<file path="config.mk">
export PLATFORM = sky130hd
export DESIGN_NAME = if_fetch_stage_flat
export DESIGN_NICKNAME = d
export VERILOG_FILES = /design/src/rtl/legv8_pkg.sv /design/src/rtl/if_fetch_stage_if.sv /design/src/rtl/if_skid_buf.sv /design/src/rtl/if_fetch_stage.sv /design/src/flat_wrapper.sv
export SDC_FILE = /design/constraint.sdc
export NUM_CORES = 1
export LEC_CHECK = 0
export CELL_PAD_IN_SITES_DETAIL_PLACEMENT = 1
export CELL_PAD_IN_SITES_GLOBAL_PLACEMENT = 1
export CORE_ASPECT_RATIO = 2
export CORE_MARGIN = 10
export CORE_UTILIZATION = 38
export DETAILED_ROUTE_END_ITERATION = 16
export PLACE_DENSITY_LB_ADDON = 0.1
export SLEW_MARGIN = 40
export SYNTH_ARGS = -nofsm -noshare
export SYNTH_HDL_FRONTEND = slang
export SYNTH_SLANG_ARGS = --single-unit
</file>
<file path="constraint.sdc">
create_clock -name clk -period 2.4 [get_ports clk]
set_clock_uncertainty 0.05 [all_clocks]
set_input_delay 0.48 -clock clk [delete_from_list [all_inputs] [get_ports clk]]
set_output_delay 0.48 -clock clk [all_outputs]
set_load 0.05 [all_outputs]
</file>
<file path="src/rtl/legv8_pkg.sv">
// Shared types and constants for the LEGv8 pipeline.
// Fetch-state encoding and the IF/ID bundle live here.
package legv8_pkg;

  localparam int INSTR_W = 32;
  localparam int ADDR_W  = 64;

  localparam logic [INSTR_W-1:0] NOP_INSTR = 32'hD503201F;

  typedef enum logic [1:0] {
    REQ,
    WAIT,
    DROP
  } fetch_state_e;

  typedef struct packed {
    logic [INSTR_W-1:0] instr;
    logic [ADDR_W-1:0]  pc;
  } if_id_t;

endpackage

</file>
<file path="src/rtl/if_fetch_stage_if.sv">
// Instruction-memory port: single outstanding request,
// response flagged by valid.
interface if_fetch_stage_if;
  import legv8_pkg::*;

  logic               req;
  logic [ADDR_W-1:0]  addr;
  logic [INSTR_W-1:0] rdata;
  logic               valid;

  modport master (
    output req,
    output addr,
    input  rdata,
    input  valid
  );

  modport slave (
    input  req,
    input  addr,
    output rdata,
    output valid
  );

endinterface

</file>
<file path="src/rtl/if_skid_buf.sv">
// One-entry {instr,pc} holding slot for a response
// that arrives while ID is stalled.
module if_skid_buf
  import legv8_pkg::*;
(
  input  logic   clk,
  input  logic   rst_n,
  input  logic   push,
  input  logic   pop,
  input  logic   clear,
  input  if_id_t din,
  output if_id_t dout,
  output logic   full
);

  always_ff @(posedge clk or negedge rst_n) begin
    if (!rst_n) begin
      full <= 1'b0;
      dout <= '0;
    end else begin
      unique case (1'b1)
        clear: full <= 1'b0;
        push: begin
          full <= 1'b1;
          dout <= din;
        end
        pop:     full <= 1'b0;
        default: ;
      endcase
    end
  end

endmodule

</file>
<file path="src/rtl/if_fetch_stage.sv">
// IF stage: PC, fetch FSM, skid slot and IF/ID register.
// One imem request in flight; flush redirects the PC.
module if_fetch_stage
  import legv8_pkg::*;
#(
  parameter logic [ADDR_W-1:0] RESET_PC = '0,
  parameter int                PC_STEP  = 4
) (
  input  logic               clk,
  input  logic               rst_n,
  if_fetch_stage_if.master   imem,
  input  logic               stall_id,
  input  logic               flush,
  input  logic [ADDR_W-1:0]  branch_target,
  output logic [INSTR_W-1:0] if_id_instr,
  output logic [ADDR_W-1:0]  if_id_pc,
  output logic               if_id_valid
);

  fetch_state_e      state, state_n;
  logic [ADDR_W-1:0] pc, pc_n;
  logic              fresh;
  logic              push, pop, clr;
  logic              ld, ld_v;
  logic              skid_full, skid_full_n;
  logic              issue;
  if_id_t            ld_d, skid_dout, rsp;

  assign rsp   = '{instr: imem.rdata, pc: pc};
  assign fresh = (state == WAIT) && imem.valid;

  if_skid_buf u_skid (
    .clk   (clk),
    .rst_n (rst_n),
    .push  (push),
    .pop   (pop),
    .clear (clr),
    .din   (rsp),
    .dout  (skid_dout),
    .full  (skid_full)
  );

  always_comb begin
    state_n = state;
    pc_n    = pc;
    push    = 1'b0;
    pop     = 1'b0;
    clr     = 1'b0;
    ld      = 1'b0;
    ld_v    = 1'b0;
    ld_d    = '{instr: NOP_INSTR, pc: if_id_pc};
    if (flush) begin
      clr     = 1'b1;
      ld      = 1'b1;
      pc_n    = branch_target & ~ADDR_W'(3);
      state_n = (state != REQ && !imem.valid) ? DROP : REQ;
    end else begin
      if (fresh) begin
        pc_n    = pc + ADDR_W'(PC_STEP);
        state_n = REQ;
      end
      if (state == DROP && imem.valid) state_n = REQ;
      if (!stall_id) begin
        ld = 1'b1;
        unique case (1'b1)
          skid_full: begin
            pop  = 1'b1;
            ld_v = 1'b1;
            ld_d = skid_dout;
          end
          fresh: begin
            ld_v = 1'b1;
            ld_d = rsp;
          end
          default: ;
        endcase
      end else if (fresh) begin
        if (if_id_valid) begin
          push = 1'b1;
        end else begin
          ld   = 1'b1;
          ld_v = 1'b1;
          ld_d = rsp;
        end
      end
    end
    skid_full_n = (skid_full | push) & ~pop & ~clr;
    // REQ is folded into the edge that enters it so a
    // request goes out the cycle after the previous response.
    issue = (state_n == REQ) && !skid_full_n;
    if (issue) state_n = WAIT;
  end

  always_ff @(posedge clk or negedge rst_n) begin
    if (!rst_n) begin
      state       <= REQ;
      pc          <= RESET_PC;
      imem.req    <= 1'b0;
      imem.addr   <= RESET_PC;
      if_id_instr <= NOP_INSTR;
      if_id_pc    <= '0;
      if_id_valid <= 1'b0;
    end else begin
      state    <= state_n;
      pc       <= pc_n;
      imem.req <= issue;
      if (issue) imem.addr <= pc_n;
      if (ld) begin
        if_id_instr <= ld_d.instr;
        if_id_pc    <= ld_d.pc;
        if_id_valid <= ld_v;
      end
    end
  end

endmodule

</file>
<file path="src/flat_wrapper.sv">
// flat-port wrapper written by rule: the top's interface ports become plain ports
module if_fetch_stage_flat import legv8_pkg::*;
#(
  parameter logic [ADDR_W-1:0] RESET_PC = '0,
  parameter int                PC_STEP  = 4
)
  (clk, rst_n, stall_id, flush, branch_target, if_id_instr, if_id_pc, if_id_valid, imem_req, imem_addr, imem_rdata, imem_valid);
  if_fetch_stage_if imem_i ();
  input  logic clk;
  input  logic rst_n;
  input  logic stall_id;
  input  logic flush;
  input  logic [ADDR_W-1:0] branch_target;
  output logic [INSTR_W-1:0] if_id_instr;
  output logic [ADDR_W-1:0] if_id_pc;
  output logic if_id_valid;
  output wire logic [$bits(imem_i.req)-1:0] imem_req;
  output wire logic [$bits(imem_i.addr)-1:0] imem_addr;
  input wire logic [$bits(imem_i.rdata)-1:0] imem_rdata;
  input wire logic [$bits(imem_i.valid)-1:0] imem_valid;
  assign imem_req = imem_i.req;
  assign imem_addr = imem_i.addr;
  assign imem_i.rdata = imem_rdata;
  assign imem_i.valid = imem_valid;
  if_fetch_stage #(.RESET_PC(RESET_PC), .PC_STEP(PC_STEP)) u_core (.clk(clk), .rst_n(rst_n), .imem(imem_i), .stall_id(stall_id), .flush(flush), .branch_target(branch_target), .if_id_instr(if_id_instr), .if_id_pc(if_id_pc), .if_id_valid(if_id_valid));
endmodule
</file>
==> Word level (Yosys, flattened, before mapping) <==
Index checks and enable logic that the tools add are counted.
W data, S select, Z words.
{ "word_totals": {"ff_bits": 325, "n_memories": 0, "elab_cells": 62, "output_inout_bits": 162, "ram_bits": 0, "latchBits": 0, "mem_bits_ro": 0} }
{ "classes": {"addsub": 1, "multipliers": 0, "order_cmp": 0, "n_shift": 0, "mux": 28, "div_mod_pow": 0, "bitwise_logic": 6, "n_eq_ne": 4, "reduce_logical": 13} }
{ "op_table": {"columns": ["operator", "count"], "rows": [
  ["$mux W96", 4],
  ["$pmux W96 S2", 1],
  ["$mux W64", 2],
  ["$add A64 B3 Y64 const B", 1],
  ["$mux W1", 15],
  ["$mux W2", 5],
  ["$reduce_bool A2 Y1", 3],
  ["$reduce_and A5 Y1", 1],
  ["$logic_and A1 B1 Y1", 4],
  ["$reduce_or A2 Y1", 2],
  ["$not A1 Y1", 3],
  ["$and A1 B1 Y1", 2],
  ["$eq A2 B1 Y1 const B", 1],
  ["$eq A2 B2 Y1 const B", 1],
  ["$logic_not A1 Y1", 2],
  ["$logic_not A2 Y1", 1],
  ["$ne A2 B1 Y1 const B", 1],
  ["$ne A2 B2 Y1 const B", 1],
  ["$pmux W1 S2", 1],
  ["$or A1 B1 Y1", 1]
]} }

==> Depth between registers and ports, before layout <==
{ "depth": {"ltp_word": 11, "ltp_mapped": 11} }

==> By module <==
From an unflattened synthesis, not the netlist that was laid out.
{ "unflattened": {"cells_unflattened": 1459, "hier_area_um2": 15257.1} }
{ "by_module_without_submodules": {"columns": ["module", "n_inst", "cells_per_inst", "area_each_um2"], "rows": [
  ["if_fetch_stage", 1, 1253, 11544.8],
  ["if_skid_buf", 1, 206, 3712.3]
]} }

==> Least setup slack after synthesis <==
Ideal clock, no wire load.
{ "synth_timing": {"kind": "input-to-reg", "startpoint": "in flush", "endpoint": "reg u_core.imem.addr[18]", "setup_time_ns": 0.125, "required_time_ns": 2.225, "n_path_buf": 4, "arrival_time_ns": 2.365, "setup_slack_ns": -0.140, "cell_stages": 9, "cell_sequence": "clkbuf_1 > nand3b_1 > o2bb2ai_1 > or3_1 > clkbuf_1 > inv_1 > buf_2 > buf_2 > mux2_2"} }
{ "synth_between": {"elab_chain_len": 6} }
{ "synth_rtl": {"columns": ["item", "line_no", "rtl"], "rows": [
  ["start: declaration", "flat_wrapper.sv:12", "input logic flush;"],
  ["$mux W1", "if_fetch_stage.sv:52", "if (flush) begin"],
  ["$or A1 B1 Y1 / $not A1 Y1 (equally long branches)", "if_fetch_stage.sv:87", "skid_full_n = (skid_full | push) & ~pop & ~clr;"],
  ["$and A1 B1 Y1 (2 in series)", "if_fetch_stage.sv:87", null],
  ["$logic_not A1 Y1", "if_fetch_stage.sv:90", "issue = (state_n == REQ) && !skid_full_n;"],
  ["$logic_and A1 B1 Y1", "if_fetch_stage.sv:90", null],
  ["end signal: assignment", "if_fetch_stage.sv:107", "if (issue) imem.addr <= pc_n;"],
  ["end: declaration", "if_fetch_stage_if.sv:13", "output addr,"]
]} }
Parallel ways exist; a longest one is shown, timed or not.
A chain may end at the register's enable or synchronous reset.

==> Worst setup path in the final report <==
{ "layout_timing": {"startpoint": "reg u_core.imem.addr[61]", "endpoint": "out imem_addr[61]"} }
{ "layout_lines": {"columns": ["item", "line_no", "rtl"], "rows": [
  ["end: declaration", "flat_wrapper.sv:18", "output wire logic [$bits(imem_i.addr)-1:0] imem_addr;"]
]} }
No word-level cell between the ends.

==> results by group <==
CTS
  • Number of buffers created by CTS: 31
  • Clock-pin slew on the worst setup and hold paths: 0.07 ns
  • H-tree lvl count: 1
  • # clock sinks: 325
  • Worst skew pair latency: 0.58 ns
  • Root Driver: clkbuf_16
  • Clock Path Buffers: 3
  • CTS tree: built

Cells and area
  • Post-Layout Cell Count: 2370
  • N_diodes: 0
  • Share of post-route cells with drive strength above 1: 0.216
  • Layout Nets: 1919
  • Cell area after layout: 20700 um2
  • Synth-to-Final Area Change: 35.0%

Drt
  • Routed len/inst: 23.0 um
  • Drt first pass iters: 5
  • Vias/cell: 5.52
  • Routed wire length: 54.5 mm
  • Initial drt markers: 478
  • Detail Route Antenna Nets: 0
  • Via count: 13100
  • DR DRC count: 0

Setup path
  • Critical Path End Type: output pin
  • Critical setup path kind: flip-flop to output pin
  • CP peak stage delay: 0.84 ns
  • Crit path buffers/inverters: 1
  • Worst Path Required: 1.87 ns
  • Critical path peak fanout: 2
  • Top delay family on crit path: buffers and inverters
  • Slowest-stage cell, CP: clkdlybuf4s50_1
  • Critical path, cell by cell: clkdlybuf4s50_1
  • Nature of the critical path startpoint: flip-flop
  • CP arrival: 1.83 ns

Power and ir drop
  • Net Sw Frac: 0.426
  • Logic gate share of total power: 0.457
  • Clk network pwr share: 0.197
  • Pwr dens: 1190 nW/um2
  • Leak: 8.78 nW
  • Peak supply drop: 648 uV
  • Switch Pwr: 10.5 mW
  • Pint: 14.2 mW
  • Sequential group share of total power: 0.346
  • Total Power: 24.7 mW

Floorplanning
  • Core Region: 40100 um2
  • Die width: 162 um
  • Rows: 104
  • I/O pins: 263
  • Die area: 49300 um2
  • Initial core utilization: 0.383
  • Die height: 304 um

Global routing
  • Remaining global-route overflow: 0
  • GRT Total Usage: 0.217
  • First-pass GRT wire length: 85.4 mm
  • Vias in the first global route: 14600
  • Largest net degree at the start of global routing: 62
  • Initial antenna violation count: 1

Logic synthesis
  • Commonest cells in the netlist: 312 x dfrtp_1, 135 x mux2_2, 132 x nand2_1
  • Mapped Nets: 1570
  • Synth Warn #: 0
  • Synthesized cell area: 15400 um2
  • Mapped Cells: 1467
  • Post-synth top area cell: dfrtp_1
  • Most frequent cell after synthesis: dfrtp_1
  • Post-synth EDFFs: 0
  • Top post-synthesis cells by area: dfrtp_1 51%, mux2_2 9.9%, a22oi_1 4.0%, nand2_1 3.2%, nor2_1 3.1%
  • Sequential area share after synthesis: 0.531
  • Async set or reset register ratio after synthesis: 1.00
  • Synth top area share: 0.508
  • Syn avg cell area: 10.5 um2
  • Yosys reg bits: 325
  • Cell variety after synth: 68
  • Ys flop type: dfrtp_1

Place
  • Placed instance count: 2308
  • Placer congestion estimate: 0.823
  • IO Port Bufs: 260
  • Hpwl dp: 40.4 mm
  • Cell Area, Placed: 19700 um2

Hold path
  • HP Class: primary input to flip-flop

Timing
  • Final Hold Vio Count: 0
  • Tcrit/Tclk final: 0.982
  • Highest clock rate: 424 MHz
  • RSZ-0062 raised after global routing: false
  • Hold slack: 0.277 ns
  • Final setup viols: 0
  • Fin crit period: 2.36 ns
  • Rel. slew slack: 0.578
  • Worst Max-Slew Pin Slew: 0.632 ns
  • Slew Limit Fails: 0

Run status
  • Status: finished, final reports clean

Flow run
  • Max-Cap Viols: 0
## placed cells by master, fill, tap and decap left out, drive strengths merged, types with 10 or more instances in the layout
| cell | count |
|---|---|
| a211o | 14 |
| a21oi | 84 |
| a22oi | 82 |
| a311o | 10 |
| a31oi | 13 |
| and2 | 26 |
| and3 | 16 |
| and4 | 11 |
| buf | 168 |
| clkbuf | 49 |
| clkdlybuf4s50 | 230 |
| dfrtp | 312 |
| dfstp | 13 |
| dlygate4sd2 | 17 |
| inv | 20 |
| mux2 | 135 |
| mux2i | 18 |
| nand2 | 133 |
| nand3 | 69 |
| nand4 | 30 |
| nor2 | 128 |
| nor2b | 22 |
| nor4 | 15 |
| o211ai | 27 |
| o21ai | 43 |
| o22ai | 11 |
| or3 | 13 |
| or4 | 10 |
| xor2 | 11 |
## flip-flops by register name, indices dropped and copies added (netlist names)
name,count
u_core.if_id_instr,32
u_core.if_id_pc,64
u_core.if_id_valid,1
u_core.imem.addr,64
u_core.imem.req,1
u_core.pc,64
u_core.state,2
u_core.u_skid.dout,96
u_core.u_skid.full,1
## routing by layer
layer,up-vias,GRT usage,share of wire
met3,75,0.0409,0.045
met2,284,0.410,0.55
li1,6049,-,-
met5,-,0,0.00033
met4,2,0.0710,0.028
met1,6675,0.233,0.38
## kinds of logic after synthesis
group | Yosys count | share of synthesized area
AND/OR/NAND/NOR | 503 | 0.165
multiplexers | 153 | 0.111
XOR/XNOR | 20 | 0.0114
flip-flops | 325 | 0.531
adder cells (fa/ha/maj) | 2 | 0.00163
buffers and inverters | 130 | 0.0341
AO/OA/AOI/OAI | 334 | 0.147
## through the flow
stage | TNS [ns] | utilization | setup slack, ns
2_1_floorplan | 0 | - | 0.0368
3_3_place_gp | -38.85 | 0.490 | -0.439
3_5_place_dp | -44.05 | 0.490 | -0.505
4_1_cts | 0 | 0.515 | 0.00300
5_1_grt | 0 | 0.517 | 0.00583
6_report | 0 | 0.517 | 0.0432
## final timing paths
kind / start / end / cells after the start / slack, ns
worst max-delay path: u_core.imem.addr[61]$_DFFE_PN0P_ / imem_addr[61] / 1 / 0.04
worst min-delay path: flush / u_core.if_id_valid$_DFFE_PN0P_ / 3 / 0.28
worst max register to register: u_core.pc[2]$_DFF_PN0_ / u_core.imem.addr[24]$_DFFE_PN0P_ / 7 / 0.10
worst min register to register: u_core.if_id_instr[18]$_DFFE_PN0P_ / u_core.if_id_instr[18]$_DFFE_PN0P_ / 2 / 0.43
max in group asynchronous: rst_n / u_core.if_id_instr[24]$_DFFE_PN1P_ / 3 / 1.14
min in group asynchronous: rst_n / u_core.if_id_pc[21]$_DFFE_PN0P_ / 2 / 0.34
## area by class of cell
type                       instances  area, um2
fill                            4462      19300
sequential                       325       8150
multi-input combinational       1012       6750
timing repair buffer             426       4110
clock buffer                      48        910
tap                              530        663
inverter                          20       82.6
clock inverter                     9       73.8
## power groups by stage
| stage | Combinational (mW) | Sequential, mW | Clock [mW] |
|---|---|---|---|
| 2_1_floorplan | 3.14 | 12.3 | 0 |
| 3_3_place_gp | 11.2 | 8.56 | 0 |
| 3_5_place_dp | 11.4 | 8.65 | 0 |
| 4_1_cts | 11.4 | 8.57 | 5.04 |
| 5_1_grt | 12.0 | 8.78 | 5.24 |
| 6_report | 11.3 | 8.55 | 4.88 |
## what timing repair did
action	CTS	global route
hold endpoints to repair	47	0
resized for setup	23	19
pin swaps	0	2
buffers inserted	0	3
hold buffers	1	0
setup endpoints to repair	23	32
cloned	0	1
Note: power is estimated with default switching activity, not from simulation.
==> RTL change 1 (config.mk and constraints unchanged) <==
The package constant `ADDR_W` goes from 64 to 96.
--- a/src/rtl/legv8_pkg.sv
+++ b/src/rtl/legv8_pkg.sv
@@ -3,7 +3,7 @@
 package legv8_pkg;
 
   localparam int INSTR_W = 32;
-  localparam int ADDR_W  = 64;
+  localparam int ADDR_W  = 96;
 
   localparam logic [INSTR_W-1:0] NOP_INSTR = 32'hD503201F;
 
Ports: changed (resized branch_target, if_id_pc and imem_addr); port bits go from 263 to 359. No check against the original RTL was run, so the function may have changed too.
==> RTL change 1 against the unedited design <==
  * Sequential power up 35%
  * Routed wire length up 53%
  * Area after synthesis up 34%
  * Sequential share of layout area about the same
  * First-iteration DRC count rose to 2.5 times the old value
  * Count of clock-buffer cells in the layout rose by 12
  * Final area increased by 39%
  * Non-clock buffer count rose by 221
  * Setup slack got worse by 0.042 ns
  * Critical path depth increased by 9
  * Sequential cell count increased by 128
  * Core utilization increased by 2.2 points
  * Total power increased by 32%
  * Critical path type is now reg2reg
  * Largest cell class unchanged
==> RTL change 1: results (changes against the unedited design) <==
Run status
  – Outcome: finished clean

Critical path
  – Max stage delay cell, worst path: dfrtp_1
  – Crit path max fanout: 11 (+9)
  – Critical path destination: u_core.imem.addr[90]
  – R2R Path Start: u_core.pc[34]
  – CP Class: reg2reg
  – CP delay by family, top: simple AND/OR/NAND/NOR gates

Final layout
  – Layout Cells excl Fill: 3,226 (+36%)
  – Nets: 2,659 (+39%)
  – Antenna diode count: 3 (+3)
  – Fraction of area in multi-input gates: 0.3123 (-0.01308)
  – Signal buffers: 647 (+52%)
  – FF+latch area: 0.01136 mm2 (+39%)
  – Clk cell area share: 0.04890 (+0.001474)
  – Final non-clock buffer share: 0.2137 (+0.01554)

GRT
  – Gr usage total: 0.2524 (+0.03559)
  – Vias in the first global route: 20,080 (+38%)
  – Met3 usage: 0.05652 (+0.01562)
  – Pin count of the biggest net entering global routing: 72 (+16%)
  – First-pass GRT wire length: 125,400 um (+47%)
  – Met1 usage in global routing: 0.2790 (+0.04630)
  – Antenna violations before repair: 5 (+4)

Power
  – Worst VDD drop: 0.0009907 V (+53%)
  – Sw frac: 0.4219 (-0.003712)
  – P_leak: 12.14 nW (+38%)
  – Seq pwr share: 0.354 (+0.008)

Placed design
  – Inst Count DP: 3,122 (+35%)
  – Port Buffers: 356 (+37%)
  – GPL Wtd Cong: 0.8873 (+7.9%)
  – Dpl ws: -0.6944 ns (-0.1897 ns)

Clocking
  – CTS buffer count: 44 (+42%)

Synth
  – Sequential area share after synthesis: 0.5514 (+0.02078)
  – Syn nets: 2,108 (+34%)
  – Synth unique cells: 56 (-18%)
  – Syn Area/Cell: 10.43 um2 (-0.32%)
  – Synthesized flop and latch total: 453 (+39%)
  – Main area contributors after synthesis: dfrtp_1 53%, mux2_2 9.0%, a21oi_1 5.1%

Worst hold path
  – Hold crit path type: in2async

Route
  – 1st-iter DRT viols: 1,208 (+150%)
==> RTL change 1: routing by layer <==
metal | wire [um] | share of wire | vias to the layer above
met2 | 43380 | 0.52 | 570
met1 | 30890 | 0.37 | 9442
li1 | - | - | 8131
met5 | 32 | 0.00038 | -
met4 | 3521 | 0.042 | 4
met3 | 5432 | 0.065 | 159
==> RTL change 1: repair_timing <==
item                                   in CTS  in global routing
hold buffers                                1                  0
cloned                                      0                  0
setup endpoints to repair                  72                 92
endpoints found under the hold margin      29                  0
pin swaps                                   7                 24
resized for setup                          39                 77
buffers inserted                            8                 19
==> RTL change 1: cells by family after synthesis <==
logic type / after synthesis / share of synthesized area
buffers and inverters: 162 / 0.03148
AND/OR/NAND/NOR: 633 / 0.1518
AO/OA/AOI/OAI: 471 / 0.1365
XOR/XNOR: 81 / 0.03446
multiplexers: 171 / 0.09317
flip-flops: 453 / 0.5514
adder cells (fa/ha/maj): 2 / 0.001215
==> RTL change 1: worst min path at each step <==
| stage | from | endpoint | slack, ns | depth (start not counted) |
|---|---|---|---|---|
| after floorplan | rst_n | u_core.if_id_instr[10] | 0.13 | 0 |
| after global placement | u_core.if_id_instr[20] | u_core.if_id_instr[20] | 0.41 | 2 |
| after detailed placement | u_core.imem.addr[3] | u_core.imem.addr[3] | 0.42 | 2 |
| after CTS | imem_valid | u_core.state[1] | 0.37 | 2 |
| after global routing | flush | u_core.if_id_valid | 0.41 | 3 |
| final | rst_n | u_core.if_id_pc[22] | 0.41 | 2 |
==> RTL change 1: worst register-to-register path, delay by kind of cell, from the launching register on <==
| kind | cells | cell delay (ns) |
|---|---|---|
| compound gates | 1 | 0.13 |
| xor+xnor | 1 | 0.14 |
| flops | 1 | 0.45 |
| simple gates | 4 | 0.81 |
| buf+inv | 4 | 0.70 |
==> RTL change 2 (config.mk and constraints unchanged) <==
Made on the original files. Reset style: synchronous (`rst_n`), changed in 2 clocked blocks.
--- a/src/rtl/if_skid_buf.sv
+++ b/src/rtl/if_skid_buf.sv
@@ -13,7 +13,7 @@
   output logic   full
 );
 
-  always_ff @(posedge clk or negedge rst_n) begin
+  always_ff @(posedge clk) begin
     if (!rst_n) begin
       full <= 1'b0;
       dout <= '0;
--- a/src/rtl/if_fetch_stage.sv
+++ b/src/rtl/if_fetch_stage.sv
@@ -91,7 +91,7 @@
     if (issue) state_n = WAIT;
   end
 
-  always_ff @(posedge clk or negedge rst_n) begin
+  always_ff @(posedge clk) begin
     if (!rst_n) begin
       state       <= REQ;
       pc          <= RESET_PC;
Function: differs if rst_n is asserted again (counterexample within 4 cycles, from zero or initial values and one cycle with rst_n low); with rst_n held inactive, the same outputs for 4 cycles.
==> RTL change 2 against the unedited design <==
  * The flow now finishes with violations (setup timing)
  * Routed wire length rose by 0.70%
  * Die area fell by 8.7%
  * Setup slack got worse by 0.045 ns
  * Non-clock buffer count rose by 8
  * Final area fell by 5.8%
  * Area after synthesis fell by 9.6%
  * Via count rose by 3.0%
  * Count of clock-buffer cells in the layout fell by 9
  * Sequential cell count did not move
  * Sequential share of layout area fell by 5.9 points
  * Critical endpoint is now u_core.imem.addr[40]
  * Largest cell class is now multi-input combinational cells
Power is not compared: it rests on default switching activity, and its combinational part moved more than twofold at a synthesized area within 25%.
==> RTL change 2: results (changes against the unedited design) <==
Placed design
  – Post-DP Area: 0.01796 mm2 (-8.6%)
  – Port Buffers: 260 (unchanged)
  – Final HPWL DP: 39,390 um (-2.4%)
  – GPL Wtd Cong: 0.8580 (+4.3%)

GRT
  – First-pass GRT wire length: 84,510 um (-0.99%)
  – Pin count of the biggest net entering global routing: 65 (+4.8%)
  – Gr usage total: 0.2328 (+0.01590)
  – Vias in the first global route: 14,590 (+0.21%)
  – Antenna violations before repair: 4 (+3)

Run status
  – Outcome: complete, but fails checks
  – Failing checks: setup timing

Timing
  – Setup ws final: -0.001437 ns (-0.04461 ns)
  – Rel. slew slack: 0.4721 (-0.1056)
  – Endpoints failing setup: 1 (+1)

Critical path
  – Crit path max fanout: 4 (+2)
  – CP arrival: 2.81 ns (+0.98 ns)
  – Reg2Reg Depth: 6 (-1)
  – Max stage delay cell, worst path: or4_1
  – CP delay by family, top: simple AND/OR/NAND/NOR gates
  – Slowest Stage Delay on Critical Path: 0.73 ns (-0.11 ns)

Clocking
  – CTS clk-pin slew, worst paths: 0.07 ns (about the same)
  – H-tree lvl count: 1 (unchanged)
  – Clock Path Buffers: 3 (unchanged)
  – CTS root buf: clkbuf_16
  – Worst-Skew Late Latency: 0.57 ns
  – CTS buffer count: 30 (-3.2%)

Synth
  – Synth unique cells: 63 (-7.4%)
  – Sequential area share after synthesis: 0.4686 (-0.06200)
  – Ys Warns: 0 (unchanged)
  – Syn nets: 1,729 (+10%)
  – Main area contributors after synthesis: dfxtp_1 47%, nand2_1 7.2%, a21boi_0 5.8%
  – Ys async rst share: 0 (-1.000)
  – Post-synth top cells: 325 x dfxtp_1, 268 x nand2_1, 147 x nor2_1, 129 x clkbuf_1, 108 x a21boi_0
  – Post-synthesis compound-gate area fraction: 0.1952 (+0.04839)
  – XOR/XNOR Fraction of Synth Area: 0.02587 (+0.01446)
  – Adder-cell area share of the yosys netlist: 0.001802 (+0.0001730)
  – Mux cell area share after synthesis: 0.01045 (-0.1003)

Final layout
  – Max reg flops: 96 (unchanged)
  – Largest reg by FF count: u_core.u_skid.dout
  – Share of cells above drive strength 1: 0.1557 (-0.06004)
  – Nets: 2,044 (+6.5%)
  – Fill cells: 4,213 (-5.6%)

Worst hold path
  – Hold-critical path depth: 2 (-1)
  – Hold crit path type: in2reg

Power
  – Worst VDD drop: ~0.00063 V
  – P_leak: 7.469 nW

Route
  – Drt wl/cell: 22.68 um (-1.4%)
  – Vias per std cell: 5.569 (+0.86%)
  – 1st-pass router iterations: 6 (+1)
  – 1st-iter DRT viols: 760 (+59%)
==> RTL change 2: final cells by class <==
type	count	area [um2]	share of cell area
Multi-Input combinational cell	1130	7032	0.3601
Sequential cell	325	6526	0.3342
Timing Repair Buffer	434	4258	0.2181
Clock buffer	39	865.8	0.04434
Tap cell	454	568.0	0.02909
Clock inverter	17	196.4	0.01006
Inverter	20	75.07	0.003845
Antenna cell	2	5.005	0.0002563
==> RTL change 2: routing by layer <==
metal,routed length (um),vias to the layer above,share of wire,GRT usage
li1,-,6369,-,-
met1,20130,6686,0.37,0.2408
met2,29150,333,0.53,0.4282
met3,3430,90,0.062,0.05896
met4,2161,4,0.039,0.09762
met5,24,-,0.00044,0
==> RTL change 2: logic make-up after synthesis <==
group | Yosys count
compound gates | 366
xor+xnor | 41
fa+ha+maj | 2
buf+inv | 171
flops | 325
mux | 14
simple gates | 707
==> RTL change 2: worst paths after layout <==
path / start / slack (ns) / end
worst max-delay path: u_core.pc[12] / -0.001 / u_core.imem.addr[40]
worst max register to register: u_core.pc[12] / -0.001 / u_core.imem.addr[40]
worst min-delay path: rst_n / 0.21 / u_core.u_skid.dout[75]
worst min register to register: u_core.if_id_instr[16] / 0.41 / u_core.if_id_instr[16]
==> RTL change 2: per-stage QoR <==
step           power [W]  std cells  utilization    TNS, ns  worst slack (ns)
5_1_grt          0.01366       2421       0.5380    -0.7606          -0.09841
3_5_place_dp    0.008047       2349       0.4948     -99.63           -0.6299
4_1_cts          0.01326       2409       0.5296          0         0.0002107
3_3_place_gp    0.008012       2349       0.4948     -85.71           -0.5796
2_1_floorplan   0.007030       1626            -          0           0.03107
6_report         0.01316       2421       0.5380  -0.001437         -0.001437
==> RTL change 2: power breakdown <==
| part | total [W] | internal, W | switching [W] |
|---|---|---|---|
| logic | 0.00217 | 0.000851 | 0.00132 |
| registers | 0.00580 | 0.00562 | 0.000177 |
| clock network | 0.00519 | 0.00298 | 0.00222 |
==> RTL change 2: repair_timing <==
item	in CTS	in global routing
pin swaps	7	26
hold endpoints to repair	0	0
buffers inserted	3	9
hold buffers	0	0
cloned	1	1
resized for setup	38	46
endpoints found under the setup margin	87	67
